==> config.mk <==
export PLATFORM = sky130hd
export DESIGN_NAME = sys_umuldiv_ext
export DESIGN_NICKNAME = d
export VERILOG_FILES = /design/src/rtl/sys_umuldiv_ext.sv
export SDC_FILE = /design/constraint.sdc
export NUM_CORES = 1
export LEC_CHECK = 0
export ABC_AREA = 0
export BUFFER_PORTS_ARGS = -buffer_cell sky130_fd_sc_hd__buf_2
export CAP_MARGIN = 5
export CORE_MARGIN = 2
export CORE_UTILIZATION = 62
export CTS_BUF_LIST = sky130_fd_sc_hd__clkbuf_2 sky130_fd_sc_hd__clkbuf_4 sky130_fd_sc_hd__clkbuf_8
export DETAILED_ROUTE_END_ITERATION = 8
export MAX_ROUTING_LAYER = met4
export PLACE_DENSITY = 0.91
export REMOVE_ABC_BUFFERS = 1
export SKIP_CTS_REPAIR_TIMING = 1
export SYNTH_ARGS = -nofsm -noshare
export SYNTH_HDL_FRONTEND = slang
export SYNTH_SLANG_ARGS = --single-unit
==> constraint.sdc <==
create_clock -name clk -period 7.5 [get_ports clk]
set_input_delay 2.25 -clock clk [delete_from_list [all_inputs] [get_ports clk]]
set_output_delay 2.25 -clock clk [all_outputs]
set_load 0.01 [all_outputs]
==> src/rtl/sys_umuldiv_ext.sv <==
// Sequential (mul1*mul2)/div unit with signed/unsigned mode and optional rounding.
// Fixed latency: NB_MUL2 multiply steps, NP divide steps, then one fix-up cycle.
module sys_umuldiv_ext #(
  parameter int NB_MUL1 = 16,
  parameter int NB_MUL2 = 16,
  parameter int NB_DIV  = 16,
  localparam int NP     = NB_MUL1 + NB_MUL2,
  localparam int NBC    = $clog2(NP + 1)
) (
  input  logic              clk,
  input  logic              reset,
  input  logic              start,
  input  logic              signed_mode,
  input  logic              round,
  input  logic [NB_MUL1-1:0] mul1,
  input  logic [NB_MUL2-1:0] mul2,
  input  logic [NB_DIV-1:0]  div,
  output logic              busy,
  output logic              done,
  output logic [NP-1:0]     result,
  output logic [NB_DIV-1:0] remainder,
  output logic              div_zero
);

  typedef enum logic [1:0] {IDLE, MUL, DIV, FIX} state_t;

  state_t             state;
  logic [NBC-1:0]     cnt;
  logic [NP:0]        acc;
  logic [NB_MUL1-1:0] mag1;
  logic [NB_DIV-1:0]  dmag;
  logic [NB_DIV-1:0]  rem;
  logic               q_neg;
  logic               r_neg;
  logic               rnd;

  logic [NB_MUL1-1:0] addend;
  logic [NB_MUL1:0]   mul_sum;
  logic [NB_DIV:0]    trial;
  logic               take;
  logic [NB_DIV-1:0]  trial_diff;
  logic               round_up;
  logic [NP-1:0]      q_mag;
  logic [NP-1:0]      q_signed;
  logic [NB_DIV-1:0]  r_signed;

  // Multiply: acc holds {partial sum, unused multiplier bits}; divide: acc holds the shifting dividend/quotient.
  always_comb begin
    addend     = acc[0] ? mag1 : {NB_MUL1{1'b0}};
    mul_sum    = acc[NP:NB_MUL2] + {1'b0, addend};
    trial      = {rem, acc[NP-1]};
    take       = trial >= {1'b0, dmag};
    trial_diff = trial[NB_DIV-1:0] - dmag;
    round_up   = rnd && ({rem, 1'b0} >= {1'b0, dmag});
    q_mag      = acc[NP-1:0] + NP'(round_up);
    q_signed   = q_neg ? -q_mag : q_mag;
    r_signed   = r_neg ? -rem : rem;
  end

  always_ff @(posedge clk or posedge reset) begin
    if (reset) begin
      state     <= IDLE;
      cnt       <= '0;
      acc       <= '0;
      mag1      <= '0;
      dmag      <= '0;
      rem       <= '0;
      q_neg     <= 1'b0;
      r_neg     <= 1'b0;
      rnd       <= 1'b0;
      busy      <= 1'b0;
      done      <= 1'b0;
      result    <= '0;
      remainder <= '0;
      div_zero  <= 1'b0;
    end else begin
      done <= 1'b0;
      case (state)
        IDLE: begin
          if (start) begin
            // N-bit negation of the most negative value yields 2^(N-1), which is its exact unsigned magnitude.
            mag1  <= (signed_mode && mul1[NB_MUL1-1]) ? -mul1 : mul1;
            acc   <= {{(NB_MUL1+1){1'b0}},
                      ((signed_mode && mul2[NB_MUL2-1]) ? -mul2 : mul2)};
            dmag  <= (signed_mode && div[NB_DIV-1]) ? -div : div;
            r_neg <= signed_mode && (mul1[NB_MUL1-1] ^ mul2[NB_MUL2-1]);
            q_neg <= signed_mode && (mul1[NB_MUL1-1] ^ mul2[NB_MUL2-1] ^ div[NB_DIV-1]);
            rnd   <= round;
            rem   <= '0;
            cnt   <= '0;
            busy  <= 1'b1;
            state <= MUL;
          end
        end
        MUL: begin
          acc <= {mul_sum, acc[NB_MUL2-1:0]} >> 1;
          if (cnt == NBC'(NB_MUL2 - 1)) begin
            cnt   <= '0;
            state <= DIV;
          end else begin
            cnt <= cnt + 1'b1;
          end
        end
        DIV: begin
          rem <= take ? trial_diff : trial[NB_DIV-1:0];
          acc <= {1'b0, acc[NP-2:0], take};
          if (cnt == NBC'(NP - 1)) begin
            cnt   <= '0;
            state <= FIX;
          end else begin
            cnt <= cnt + 1'b1;
          end
        end
        FIX: begin
          if (dmag == '0) begin
            result    <= '1;
            remainder <= '0;
            div_zero  <= 1'b1;
          end else begin
            result    <= q_signed;
            remainder <= r_signed;
            div_zero  <= 1'b0;
          end
          done  <= 1'b1;
          busy  <= 1'b0;
          state <= IDLE;
        end
        default: state <= IDLE;
      endcase
    end
  end

endmodule
==> PnR_summary.wiki <==
{| class="wikitable"
! Metric !! Value
|-
| Arrival @ worst endpoint || 5.58 ns
|-
| Max-cap check violation count || 0
|-
| FFs w/ async S/R, synth || 100%
|-
| Number of nets with antenna violations after detailed routing || 0
|-
| Multiplexer share of the synthesized area || 2.15%
|-
| Cell area after layout || 11300 um^2
|-
| Starting density of the core || 62.9%
|-
| Cell chosen for the clock root || clkbuf_8
|-
| Worst hold-check slack || 0.475 ns
|-
| Routed vias || 9478
|-
| Buffers from clock root to sink, at most || 2
|-
| Flop-to-flop setup slack || 2.26 ns
|-
| Hold wc startpoint || mag1[4]
|-
| Run status || finished clean
|-
| Highest clock frequency the design can meet || 191 MHz
|-
| Post-synthesis share of cell area spent on full adders, half adders and majority gates || 5.70%
|-
| Number of endpoints with negative hold slack in the final report || 0
|-
| Avg Vias per Cell || 6.10
|-
| First-pass GRT wire length || 42400 um
|-
| Final clock period utilization by the worst path || 69.9%
|-
| Width of the die || 133 um
|-
| Iteration-0 DRC count of the detailed router || 979
|-
| Overall fraction of global-route tracks in use || 29.9%
|-
| Yosys top cell area share || 34.3%
|-
| Xor-xnor portion of the synthesized cell area || 11.1%
|-
| Post-route setup TNS || 0 ns
|-
| Post-synthesis simple-gate area fraction || 21.5%
|-
| Critical path startpoint category || flop
|-
| Post-Syn Area per Cell || 8.23 um^2
|-
| Area added between synthesis and finish || 9.59%
|-
| Required time of the worst setup path || 7.84 ns
|-
| Num CTS Buffers || 17
|-
| Total wire length after detailed routing || 25100 um
|-
| Combinational family with the most area after synthesis || simple AND/OR/NAND/NOR gates
|-
| Number of distinct standard cells referenced by the synthesized netlist || 65
|-
| Most common flop cell mapped by yosys || dfrtp_1
|-
| Routed wirelength normalized by instance count || 16.1 um
|-
| Launch point of the worst reg-to-reg path || rem[9]
|-
| Power per unit of standard cell area || 459 nW/um^2
|-
| Gate count of the mapped netlist || 1258
|-
| Relative max-transition margin || 32.5%
|-
| Height of the die || 133 um
|-
| Post-synth design cell area || 10400 um^2
|-
| HP Class || flop to flop
|-
| PortBufs || 103
|-
| Compound-gate portion of the synthesized area || 20.8%
|-
| CTS H-tree depth || 4
|-
| Global-route congestion overflow total || 0
|-
| Number of global-route vias before repair || 8771
|-
| Initial antenna violation count || 0
|-
| Most frequent cells in the layout || nand2_1, dfrtp_1, o21ai_0, buf_2, nor2_1
|-
| TritonCTS clock tree || done
|-
| Final critical path time including I/O delays and setup || 5.24 ns
|-
| Pwr Total || 5.20 mW
|-
| FF-to-FF path depth || 20
|-
| Clock transition at path regs || 0.08 ns
|-
| Dominant cell type by area after synthesis || dfrtp_1
|-
| Total of flip-flops plus latches after synthesis || 142
|-
| Post-detailed-route DRC marker count || 0
|-
| Pins over their slew limit || 0
|-
| Final Skew || 0.0197 ns
|-
| HPWL after DPL || 18500 um
|-
| Tightest Pin Transition || 1.01 ns
|-
| Gpl congestion || 0.943
|-
| Num rows || 47
|-
| DP Area || 10900 um^2
|-
| I/O pin total || 104
|-
| Critical Path Sink Type || flop
|-
| Crit path kind || flop to flop
|-
| Final net count || 1420
|-
| Maximum number of pins on one net before global-route repair || 73
|-
| Layout cells sized above 1 || 11.9%
|-
| Final-layout fill cell count || 1290
|-
| Final setup violating endpoints || 0
|-
| Cell depth of the worst hold path || 2
|-
| Clock latency on the worst-skew pair || 0.48 ns
|-
| Cells taking the most area after synthesis || dfrtp_1, xnor2_1, nand2_1
|-
| Static leakage power || 5.07 nW
|-
| VDD IR max || 236 uV
|-
| CTS sink cnt || 142
|-
| Reg-to-reg endpoint || result[24]
|-
| Leading cell type in the layout, fill and taps excluded || nand2_1
|-
| End point of the worst hold path || mag1[4]
|-
| Number of flops mapped to enable cells by yosys || 0
|-
| Unrepaired setup endpoints after global routing || false
|-
| Die footprint || 17800 um^2
|-
| Critical path peak fanout || 8
|-
| Number of detailed-routing iterations run before antenna repair || 6
|-
| Yosys warnings || 0
|-
| Core Footprint || 16500 um^2
|-
| Diodes inserted || 0
|-
| Part of the Yosys area used for sequential elements || 34.3%
|}
## cell families (layout without fill, tap and decap cells)
logic type               Yosys count  in the layout
multiplexers                      22             22
adder cells (fa/ha/maj)           46             46
buffers and inverters            116            192
AO/OA/AOI/OAI                    343            343
flip-flops                       142            142
AND/OR/NAND/NOR                  458            458
XOR/XNOR                         131            131
## cell type report
type / instances / area (um^2) / area share, %
Timing Repair Buffer: 112 / 583 / 5.14
Tap cell: 220 / 275 / 2.43
Sequential cell: 142 / 3550 / 31.3
Clock inverter: 12 / 139 / 1.22
Multi-Input combinational cell: 1000 / 6350 / 56.0
Clock buffer: 20 / 263 / 2.32
Inverter: 48 / 185 / 1.63
## per-layer routing
layer	part of all wire (%)	global-route usage, %	routed length, um	vias to the layer above
li1	-	-	-	4607
met1	43	39.5	10800	4452
met2	48	47.4	12000	371
met3	7.1	5.10	1780	48
met4	1.8	9.10	463	0
met5	0	-	0	-
## where the power goes
group	switching (mW)	total, mW	internal (mW)
Sequential	0.466	1.58	1.11
Clock	0.309	0.622	0.313
Combinational	1.75	3.00	1.26
Total	2.52	5.20	2.68
## flip-flops by register name, indices dropped and copies added (netlist names)
register / count
acc: 32
result: 32
dmag: 16
mag1: 16
rem: 16
remainder: 16
cnt: 6
state: 2
busy: 1
div_zero: 1
done: 1
q_neg: 1
r_neg: 1
rnd: 1
## worst max-delay path: stages, from the launching register on
cell	delay [ns]
dfrtp_1	0.46
ha_1	0.38
a21o_1	0.20
a21oi_1	0.13
nor2b_1	0.07
o41a_1	0.32
o31a_1	0.32
nand2b_1	0.17
o21a_1	0.21
ha_1	0.23
ha_1	0.32
inv_1	0.07
ha_1	0.17
or4b_1	0.45
o31ai_1	0.13
nand4_1	0.21
nor2_1	0.24
nand4_1	0.40
o31ai_2	0.38
xnor2_1	0.15
a21oi_1	0.09
## worst max-delay path by stage
stage           start    endpoint  slack [ns]  cells past startpoint
2_1_floorplan   reset      acc[0]        1.44                      1
3_3_place_gp   rem[9]  result[24]        2.53                     20
3_5_place_dp   rem[9]  result[24]        2.34                     20
4_1_cts        rem[9]  result[24]        2.31                     20
5_1_grt        rem[9]  result[28]        1.97                     20
6_report       rem[9]  result[24]        2.26                     20
## cell usage after synthesis, drive strengths merged (3+ instances only)
cell,n
and4,4
nor3b,5
and2,26
o21ai,132
and3,9
nand2b,8
a21oi,69
a211oi,7
nand3b,3
a21o,10
o211ai,4
clkbuf,49
nor4,23
a22oi,28
mux2i,20
a31oi,8
o22ai,3
xor2,45
nand2,167
nand3,35
or3,12
o41ai,6
a31o,5
o21bai,4
o22a,8
nor2b,9
buf,19
inv,46
nor3,36
nor2,93
a22o,18
ha,44
o31a,3
nand4,17
or4,6
o31ai,16
dfrtp,142
xnor2,86
o21a,9
## stage by stage
step / util (%) / setup WS [ns] / std cells
2_1_floorplan: - / 1.44 / 1190
3_3_place_gp: 66.5 / 2.53 / 1522
3_5_place_dp: 66.5 / 2.34 / 1522
4_1_cts: 68.9 / 2.31 / 1554
5_1_grt: 68.9 / 1.97 / 1554
6_report: 68.9 / 2.26 / 1554
Note: power is estimated with default switching activity, not from simulation.
